===== src/rtl/radar_cpi_sequencer_if.sv =====
// Control/status bundle between the CPI sequencer and its controller.
// The controller drives start/stop/continuous; the sequencer drives timing.
interface radar_cpi_sequencer_if #(
  parameter int CNT_W  = 12,
  parameter int PIDX_W = 4
);
  logic              start;
  logic              stop;
  logic              continuous;
  logic              busy;
  logic              tx_en;
  logic              pulse_start;
  logic              rx_gate;
  logic [CNT_W-1:0]  range_bin;
  logic [PIDX_W-1:0] pulse_idx;
  logic              start_flag;
  logic              rec_flag;
  logic              cpi_done;

  modport master (
    output start, stop, continuous,
    input  busy, tx_en, pulse_start, rx_gate, range_bin, pulse_idx,
           start_flag, rec_flag, cpi_done
  );

  modport slave (
    input  start, stop, continuous,
    output busy, tx_en, pulse_start, rx_gate, range_bin, pulse_idx,
           start_flag, rec_flag, cpi_done
  );
endinterface


===== src/rtl/radar_cpi_sequencer.sv =====
// CPI sequencer: walks PRF_N pulse repetition intervals and produces the
// transmit window, range gate, range/pulse indices and MTI framing strobes.
// Control inputs are registered once; every FSM decision uses that registered
// view, so a start seen on edge N enters RUN on edge N+1.
// All outputs are the registered image of the count the FSM moves to.
module radar_cpi_sequencer #(
  parameter int PRF_N        = 16,
  parameter int PRI_CYCLES   = 1024,
  parameter int PULSE_CYCLES = 256,
  parameter int RX_DELAY     = 256,
  parameter int GATE_LEN     = 512,
  parameter int CNT_W        = 12,
  parameter int PIDX_W       = 4
) (
  input  logic                   clk,
  input  logic                   rst,
  radar_cpi_sequencer_if.slave   bus
);

  // Illegal configurations are rejected at elaboration.
  if (PRF_N < 2) begin : g_chk_prf
    $error("PRF_N must be at least 2");
  end
  if (RX_DELAY < PULSE_CYCLES) begin : g_chk_rxd
    $error("RX_DELAY must be >= PULSE_CYCLES");
  end
  if (RX_DELAY + GATE_LEN > PRI_CYCLES) begin : g_chk_gate
    $error("RX_DELAY + GATE_LEN must fit inside PRI_CYCLES");
  end
  if (PRI_CYCLES > (1 << CNT_W)) begin : g_chk_cntw
    $error("CNT_W too narrow for PRI_CYCLES");
  end
  if ((1 << PIDX_W) < PRF_N) begin : g_chk_pidxw
    $error("PIDX_W too narrow for PRF_N");
  end
  if (PULSE_CYCLES < 1 || GATE_LEN < 1) begin : g_chk_len
    $error("PULSE_CYCLES and GATE_LEN must be positive");
  end

  localparam logic [CNT_W-1:0]  PRI_LAST   = CNT_W'(PRI_CYCLES - 1);
  localparam logic [CNT_W-1:0]  TX_END     = CNT_W'(PULSE_CYCLES);
  localparam logic [CNT_W-1:0]  GATE_FIRST = CNT_W'(RX_DELAY);
  localparam logic [CNT_W-1:0]  GATE_LAST  = CNT_W'(RX_DELAY + GATE_LEN - 1);
  localparam logic [PIDX_W-1:0] PIDX_LAST  = PIDX_W'(PRF_N - 1);

  typedef enum logic [1:0] {IDLE, RUN, DONE} state_t;

  state_t            state, nxt_state;
  logic [CNT_W-1:0]  pri_cnt, nxt_cnt;
  logic [PIDX_W-1:0] pidx, nxt_pidx;
  logic              stop_lat, nxt_lat;
  logic              start_q, stop_q, cont_q;
  logic              stop_any;

  logic              busy_r, tx_en_r, pulse_start_r, rx_gate_r;
  logic [CNT_W-1:0]  range_bin_r;
  logic [PIDX_W-1:0] pulse_idx_r;
  logic              start_flag_r, rec_flag_r, cpi_done_r;

  // Image of the next count, used to build the registered outputs.
  logic              nxt_run, nxt_gated;

  assign stop_any  = stop_lat | stop_q;
  assign nxt_run   = (nxt_state == RUN);
  assign nxt_gated = nxt_run && (nxt_cnt >= GATE_FIRST) && (nxt_cnt <= GATE_LAST);

  // Next-state decode: PRI counting, pulse stepping, stop handling at PRI boundary.
  always_comb begin
    nxt_state = state;
    nxt_cnt   = pri_cnt;
    nxt_pidx  = pidx;
    nxt_lat   = stop_lat;
    case (state)
      IDLE: begin
        nxt_lat = 1'b0;
        if (start_q && !stop_q) begin
          nxt_state = RUN;
          nxt_cnt   = '0;
          nxt_pidx  = '0;
        end
      end
      RUN: begin
        nxt_lat = stop_any;
        if (pri_cnt == PRI_LAST) begin
          nxt_cnt = '0;
          if (stop_any) begin
            // Aborted CPI: no cpi_done, indices clear.
            nxt_state = IDLE;
            nxt_pidx  = '0;
            nxt_lat   = 1'b0;
          end else if (pidx == PIDX_LAST) begin
            nxt_state = DONE;
            nxt_pidx  = '0;
          end else begin
            nxt_pidx = pidx + 1'b1;
          end
        end else begin
          nxt_cnt = pri_cnt + 1'b1;
        end
      end
      DONE: begin
        nxt_lat  = 1'b0;
        nxt_cnt  = '0;
        nxt_pidx = '0;
        // Back-to-back CPIs leave exactly one DONE clock between them.
        nxt_state = (cont_q && !stop_q) ? RUN : IDLE;
      end
      default: begin
        nxt_state = IDLE;
        nxt_cnt   = '0;
        nxt_pidx  = '0;
        nxt_lat   = 1'b0;
      end
    endcase
  end

  // FSM state, input sampling and registered timing outputs.
  always_ff @(posedge clk or negedge rst) begin
    if (!rst) begin
      state         <= IDLE;
      pri_cnt       <= '0;
      pidx          <= '0;
      stop_lat      <= 1'b0;
      start_q       <= 1'b0;
      stop_q        <= 1'b0;
      cont_q        <= 1'b0;
      busy_r        <= 1'b0;
      tx_en_r       <= 1'b0;
      pulse_start_r <= 1'b0;
      rx_gate_r     <= 1'b0;
      range_bin_r   <= '0;
      pulse_idx_r   <= '0;
      start_flag_r  <= 1'b0;
      rec_flag_r    <= 1'b0;
      cpi_done_r    <= 1'b0;
    end else begin
      // start is only armed while idle, so a start during RUN/DONE is dropped.
      start_q       <= bus.start && (state == IDLE);
      stop_q        <= bus.stop;
      cont_q        <= bus.continuous;
      state         <= nxt_state;
      pri_cnt       <= nxt_cnt;
      pidx          <= nxt_pidx;
      stop_lat      <= nxt_lat;
      busy_r        <= nxt_run;
      tx_en_r       <= nxt_run && (nxt_cnt < TX_END);
      pulse_start_r <= nxt_run && (nxt_cnt == '0);
      start_flag_r  <= nxt_run && (nxt_cnt == '0) && (nxt_pidx == '0);
      rx_gate_r     <= nxt_gated;
      range_bin_r   <= nxt_gated ? (nxt_cnt - GATE_FIRST) : '0;
      rec_flag_r    <= nxt_run && (nxt_cnt == GATE_LAST);
      pulse_idx_r   <= nxt_run ? nxt_pidx : '0;
      cpi_done_r    <= (nxt_state == DONE);
    end
  end

  assign bus.busy        = busy_r;
  assign bus.tx_en       = tx_en_r;
  assign bus.pulse_start = pulse_start_r;
  assign bus.rx_gate     = rx_gate_r;
  assign bus.range_bin   = range_bin_r;
  assign bus.pulse_idx   = pulse_idx_r;
  assign bus.start_flag  = start_flag_r;
  assign bus.rec_flag    = rec_flag_r;
  assign bus.cpi_done    = cpi_done_r;

endmodule


===== src/flat_wrapper.sv =====
// flat-port wrapper written by rule: the top's interface ports become plain ports
module radar_cpi_sequencer_flat 
#(
  parameter int PRF_N        = 16,
  parameter int PRI_CYCLES   = 1024,
  parameter int PULSE_CYCLES = 256,
  parameter int RX_DELAY     = 256,
  parameter int GATE_LEN     = 512,
  parameter int CNT_W        = 12,
  parameter int PIDX_W       = 4
)
  (clk, rst, bus_start, bus_stop, bus_continuous, bus_busy, bus_tx_en, bus_pulse_start, bus_rx_gate, bus_range_bin, bus_pulse_idx, bus_start_flag, bus_rec_flag, bus_cpi_done);
  radar_cpi_sequencer_if #(.CNT_W(CNT_W), .PIDX_W(PIDX_W)) bus_i ();
  input  logic clk;
  input  logic rst;
  input wire logic [$bits(bus_i.start)-1:0] bus_start;
  input wire logic [$bits(bus_i.stop)-1:0] bus_stop;
  input wire logic [$bits(bus_i.continuous)-1:0] bus_continuous;
  output wire logic [$bits(bus_i.busy)-1:0] bus_busy;
  output wire logic [$bits(bus_i.tx_en)-1:0] bus_tx_en;
  output wire logic [$bits(bus_i.pulse_start)-1:0] bus_pulse_start;
  output wire logic [$bits(bus_i.rx_gate)-1:0] bus_rx_gate;
  output wire logic [$bits(bus_i.range_bin)-1:0] bus_range_bin;
  output wire logic [$bits(bus_i.pulse_idx)-1:0] bus_pulse_idx;
  output wire logic [$bits(bus_i.start_flag)-1:0] bus_start_flag;
  output wire logic [$bits(bus_i.rec_flag)-1:0] bus_rec_flag;
  output wire logic [$bits(bus_i.cpi_done)-1:0] bus_cpi_done;
  assign bus_i.start = bus_start;
  assign bus_i.stop = bus_stop;
  assign bus_i.continuous = bus_continuous;
  assign bus_busy = bus_i.busy;
  assign bus_tx_en = bus_i.tx_en;
  assign bus_pulse_start = bus_i.pulse_start;
  assign bus_rx_gate = bus_i.rx_gate;
  assign bus_range_bin = bus_i.range_bin;
  assign bus_pulse_idx = bus_i.pulse_idx;
  assign bus_start_flag = bus_i.start_flag;
  assign bus_rec_flag = bus_i.rec_flag;
  assign bus_cpi_done = bus_i.cpi_done;
  radar_cpi_sequencer #(.PRF_N(PRF_N), .PRI_CYCLES(PRI_CYCLES), .PULSE_CYCLES(PULSE_CYCLES), .RX_DELAY(RX_DELAY), .GATE_LEN(GATE_LEN), .CNT_W(CNT_W), .PIDX_W(PIDX_W)) u_core (.clk(clk), .rst(rst), .bus(bus_i));
endmodule

===== config.mk =====
export PLATFORM = sky130hd
export DESIGN_NAME = radar_cpi_sequencer_flat
export DESIGN_NICKNAME = d
export VERILOG_FILES = /design/src/rtl/radar_cpi_sequencer_if.sv /design/src/rtl/radar_cpi_sequencer.sv /design/src/flat_wrapper.sv
export SDC_FILE = /design/constraint.sdc
export NUM_CORES = 1
export LEC_CHECK = 0
export ABC_AREA = 1
export CAP_MARGIN = 20
export CORE_MARGIN = 10
export CORE_UTILIZATION = 45
export DETAILED_ROUTE_END_ITERATION = 16
export GPL_ROUTABILITY_DRIVEN = 0
export GPL_TIMING_DRIVEN = 0
export PLACE_DENSITY = 0.67
export SYNTH_ARGS = -nofsm -noshare
export SYNTH_HDL_FRONTEND = slang
export SYNTH_SLANG_ARGS = --single-unit

===== constraint.sdc =====
create_clock -name clk -period 6.9 [get_ports clk]
set_clock_uncertainty 0.05 [all_clocks]
set_input_delay 1.38 -clock clk [delete_from_list [all_inputs] [get_ports clk]]
set_output_delay 1.38 -clock clk [all_outputs]
set_load 0.01 [all_outputs]

# Word-level counts from Yosys, hierarchy flattened
# Cells that the tools add are included.
# Widths: inputs -> output; s select.
[totals]
reg_bits = 45
wordCells = 61
[classes]
add_sub_neg = 3
n_lt_le_gt_ge = 3
reduce_logical = 13
bitwise = 1
n_mux = 18
eq_ne = 7
[op_table]
columns = ["op", "n"]
rows = [
  ["$mux 12", 3],
  ["$eq 12x10->1 const B", 2],
  ["$pmux 12 s2", 1],
  ["$mux 4", 5],
  ["$add 12x1->12 const B", 1],
  ["$ge 12x9->1 const B", 1],
  ["$le 12x10->1 const B", 1],
  ["$logic_not 12->1", 1],
  ["$lt 12x9->1 const B", 1],
  ["$sub 12x9->12 const B", 1],
  ["$logic_and 1x1->1", 9],
  ["$mux 2", 4],
  ["$pmux 4 s2", 1],
  ["$pmux 2 s3", 1],
  ["$add 4x1->4 const B", 1],
  ["$eq 2x1->1 const B", 2],
  ["$eq 2x2->1 const B", 2],
  ["$eq 4x4->1 const B", 1],
  ["$logic_not 4->1", 1],
  ["$mux 1", 3],
  ["$logic_not 2->1", 1],
  ["$logic_not 1->1", 1],
  ["$or 1x1->1", 1],
]

# Depth between registers and ports, before layout
[depth]
word_depth = 9
mapped_depth = 16
mapped_depth_nobuf = 15

# Worst setup path after synthesis
# Ideal clock, no wire load.
[synth_path]
kind = "flip-flop to flip-flop"
startpoint = "register u_core.pri_cnt[0]"
endpoint = "register u_core.range_bin_r[6], in the netlist u_core.bus.range_bin[6]"
stages_incl_launch_ff = 17
n_path_buf = 1
path_slack_ns = 4.429
setup_time_ns = 0.122
synth_period_minus_slack_ns = 2.471
t_arrival_ns = 2.299
cell_sequence = "dfrtp_1 ha_1 nand2_2 nor2_4 nand2_4 nor2_8 nor2_4 a21oi_1 inv_1 ha_1 nand3_1 nor2_1 nand3_1 nand2_1 nand3_4 buf_6 nor2_2"
[synth_between]
elab_chain_cells = 7
[synth_lines]
columns = ["element", "line_no", "source"]
rows = [
  ["from (decl)", "radar_cpi_sequencer.sv:49", "logic [CNT_W-1:0] pri_cnt, nxt_cnt;"],
  ["from (signal assigned)", "radar_cpi_sequencer.sv:142", "pri_cnt <= nxt_cnt;"],
  ["$add 12x1->12 or $eq 12x10->1 (tied branches)", "radar_cpi_sequencer.sv:98, radar_cpi_sequencer.sv:84", ""],
  ["$mux 12 (*)", "radar_cpi_sequencer.sv:84", "if (pri_cnt == PRI_LAST) begin"],
  ["$pmux 12 s2 (*)", "radar_cpi_sequencer.sv:73", "case (state)"],
  ["net u_core.nxt_cnt[9]", "radar_cpi_sequencer.sv:49", ""],
  ["$ge 12x9->1", "radar_cpi_sequencer.sv:65", "assign nxt_gated = nxt_run && (nxt_cnt >= GATE_FIRST) && (nxt_cnt <= GATE_LAST);"],
  ["$logic_and 1x1->1", "radar_cpi_sequencer.sv:65", ""],
  ["$logic_and 1x1->1 (*)", "radar_cpi_sequencer.sv:65", ""],
  ["$mux 12 (*)", "radar_cpi_sequencer.sv:150", "range_bin_r <= nxt_gated ? (nxt_cnt - GATE_FIRST) : '0;"],
  ["to (signal assigned)", "radar_cpi_sequencer.sv:150", ""],
  ["to (decl)", "radar_cpi_sequencer.sv:56", "logic [CNT_W-1:0] range_bin_r;"],
]
# Mark *: on every way through the listed nets, which the timed path passes. The rest lies on a longest branch.

# Worst setup path in the final report
# Ends and elaborated chain as after synthesis.

==> impl_metrics.csv <==
group,metric,value,unit
floorplan,die_h,91.9,µm
floorplan,dieWidth,91.9,µm
power_and_ir_drop,p_switching,0.250,mW
yosys,ys_types,36,
routing,wire_per_inst,12.7,µm
routing,wirelength,4650,µm
yosys,synth_edf_count,0,
yosys,ys_seq_area_share,48.5,%
timing,rsz0062_at_grt,"false",
layout,drive_gt1_share,16.6,%
layout,layout_commonest_cell,"nand2_1",
placement,io_buffers,27,
yosys,synth_top_area_share,48.5,%
timing,final-hold-violation-count,0,
min_path,min-delay-start,"u_core.state[0]",
critical_path,worst-path-buf-inv,2,
floorplan,fp-row-count,26,
placement,placedInstanceArea,2700,µm²
critical_path,r2r_end,"u_core.bus.range_bin[6]",
critical_path,path_class,"flip-flop to flip-flop",
critical_path,start_kind,"flip-flop",
routing,num_vias,1705,
global_routing,grt_antenna_before_repair,0,
routing,drc,0,
yosys,synth_area,2320,µm²
power_and_ir_drop,ir_worst_vdd,0.114,mV
power_and_ir_drop,clock_power_share,23.5,%
critical_path,end_kind,"flip-flop",
routing,first_pass_iters,4,
power_and_ir_drop,p_leak,1.44,nW
timing,worst_slew_pin_slew,0.576,ns
timing,setup_viol,0,
layout,n_fill_cell,463,
routing,wl_met1,2140,µm
critical_path,crit_family,"simple AND/OR/NAND/NOR gates",
placement,dpl_worst_slack,4.00,ns
critical_path,timing.rr.start,"u_core.pri_cnt[0]",
yosys,yosys.area.top_type,"dfrtp_1",
clocking,clk_pin_slew,0.07,ns
floorplan,coreArea,5040,µm²
timing,hold_ws,0.446,ns
routing,dr.max_layer_used,"met4",
power_and_ir_drop,p_seq_share,46.3,%
global_routing,grt_max_degree,24,
clocking,postCtsHoldBufs,0,
layout,design_area,2790,µm²
power_and_ir_drop,p_int,0.441,mW
routing,wl_met2,2150,µm
run_status,status,"finished, final reports clean",
min_path,hold_depth,1,
critical_path,crit_chain,"ha_1, nand2_2, nor2_4, nand2_4, nor2_8, nor2_4, a21oi_1, inv_1, ha_1, nand3_1, nor2_1, nand3_1, nand2_1, nand3_4, buf_6, nor2_2",
critical_path,critPathSlowestCell,"dfrtp_1",
clocking,cts.sinks,45,
yosys,synth-async-reset-ratio,100,%
power_and_ir_drop,p_per_area,248,nW/µm²
global_routing,grt_pass1_vias,1718,
clocking,cts_made_buffers,5,
clocking,htree_levels,2,
timing,max_freq,344,MHz
routing,avgViaCountPerCell,4.66,
timing,finalCritPeriodShare,42.1,%
clocking,clock_latency,0.30,ns
critical_path,slowest_delay,0.45,ns
floorplan,die-area,8440,µm²
critical_path,cp.depth,16,
global_routing,grt_usage,11.7,%
yosys,synth_ff_type,"dfrtp_1",
clocking,cts_tree,"yes",
power_and_ir_drop,switching_share,36.2,%
routing,drt-initial-drc-count,97,
yosys,synth_nets,273,
power_and_ir_drop,p_comb_share,30.2,%
layout,antenna_cells,0,
layout,finalNetCount,308,
layout,final_cell_mix,"nand2_1, dfrtp_1, inv_1",
layout,areaGrowthSynthToFinish,20.1,%
floorplan,num_io_pins,28,
placement,place.detailed.hpwl,3620,µm
clocking,cts_buffer_depth,2,
routing,antenna_left,0,
clocking,cts_resized,0,
power_and_ir_drop,total_power,0.691,mW
min_path,hp-class,"flip-flop to flip-flop",
timing,finalMaxSlewViolations,0,
critical_path,r2r_cells,16,
critical_path,cp_max_fo,10,
timing,period_minus_slack,2.91,ns
global_routing,grt_first_pass_wirelength,8040,µm
critical_path,rrSetupSlack,3.99,ns
routing,wl_met3,275,µm
min_path,min_to,"u_core.start_q",
critical_path,cp.arrival,3.04,ns
timing,tns,0,ns
clocking,cts-root-buf,"clkbuf_8",
clocking,post_cts_buffers,0,
critical_path,required,7.03,ns
yosys,ys_warn_count,0,
yosys,syn_inst,261,
floorplan,start_util,46.1,%
global_routing,overflow,0,
yosys,synth_seq_cells,45,
timing,final.setup.worst_slack,3.99,ns
run,max_cap_violations,0,
timing,slew_headroom,61.4,%
yosys,syn_area_per_cell,8.90,µm²
yosys,synth_area_leaders,"dfrtp_1, nand2_1, inv_1",
[Yosys cell counts, types with 2 or more instances]
library cell  count
o21bai_1          3
nor3_1            3
nand3_4           2
nand3_2           2
nor2_1           29
nor2_2           12
dfrtp_1          45
o21ai_0           6
xor2_1            4
nand2_4           2
nand2_2           3
nand3b_1          3
ha_1              7
inv_2             5
nand3_1          20
nand4_1           3
inv_1            36
nand2_1          52
nor2_4            7
[power by group through the flow]
stage          Clock (mW)  Sequential (mW)  Combinational [mW]
3_5_place_dp            0            0.325               0.210
3_3_place_gp            0            0.322               0.206
4_1_cts             0.167            0.320               0.212
2_1_floorplan           0            0.320               0.146
6_report            0.163            0.320               0.209
5_1_grt             0.178            0.324               0.235
[final cells by class]
type                            instances  area [µm²]  area share [%]
Sequential cell                        45        1130            40.4
Multi-Input combinational cell        173        1030            36.8
Timing Repair Buffer                   28         293            10.5
Inverter                               41         154            5.52
Tap cell                               70        87.6            3.14
Clock buffer                            7        86.3            3.09
Buffer                                  2        16.3           0.583
[logic make-up after synthesis]
family                     share of synthesized area (%)
AOI/OAI and AO/OA                                   5.82
xor gates and xnor gates                            2.58
adders and majority gates                           3.77
buffers and inverters                               7.32
DFF                                                 48.5
and+or+nand+nor                                     32.0
[flip-flops by register name, indices dropped and copies added (netlist names), 2 cells and up]
signal,flops
u_core.bus.pulse_idx,4
u_core.pri_cnt,12
u_core.state,2
u_core.bus.range_bin,12
u_core.pidx,4
[worst reg2reg max path: cells and delay by family, from the launching register on]
kind	cells	cell delay [ns]
compound gates	1	0.39
simple gates	11	1.12
fa+ha+maj	2	0.45
buf+inv	2	0.33
flops	1	0.45
[worst max-delay path by stage]
stage | slack [ns] | from | to
6_report | 3.99 | u_core.pri_cnt[0] | u_core.bus.range_bin[6]
5_1_grt | 3.68 | u_core.pri_cnt[0] | u_core.bus.range_bin[10]
4_1_cts | 3.98 | u_core.pri_cnt[0] | u_core.bus.range_bin[5]
3_5_place_dp | 4.00 | u_core.pri_cnt[0] | u_core.bus.range_bin[5]
3_3_place_gp | 3.20 | rst | u_core.bus.rx_gate
2_1_floorplan | 4.43 | u_core.pri_cnt[0] | u_core.bus.range_bin[6]
[layer usage]
metal  up-vias  track usage (%)
met1       787             14.1
li1        881                -
met4         0             5.14
met3         8             3.83
met2        29             18.7
met5         -                0
[through the flow]
step                      cells  utilization [%]
after global placement      358             53.2
after detailed placement    359             53.6
after floorplan             261                -
final                       366             55.3
after global routing        366             55.3
after CTS                   366             55.3
(Power assumes the default switching activity.)
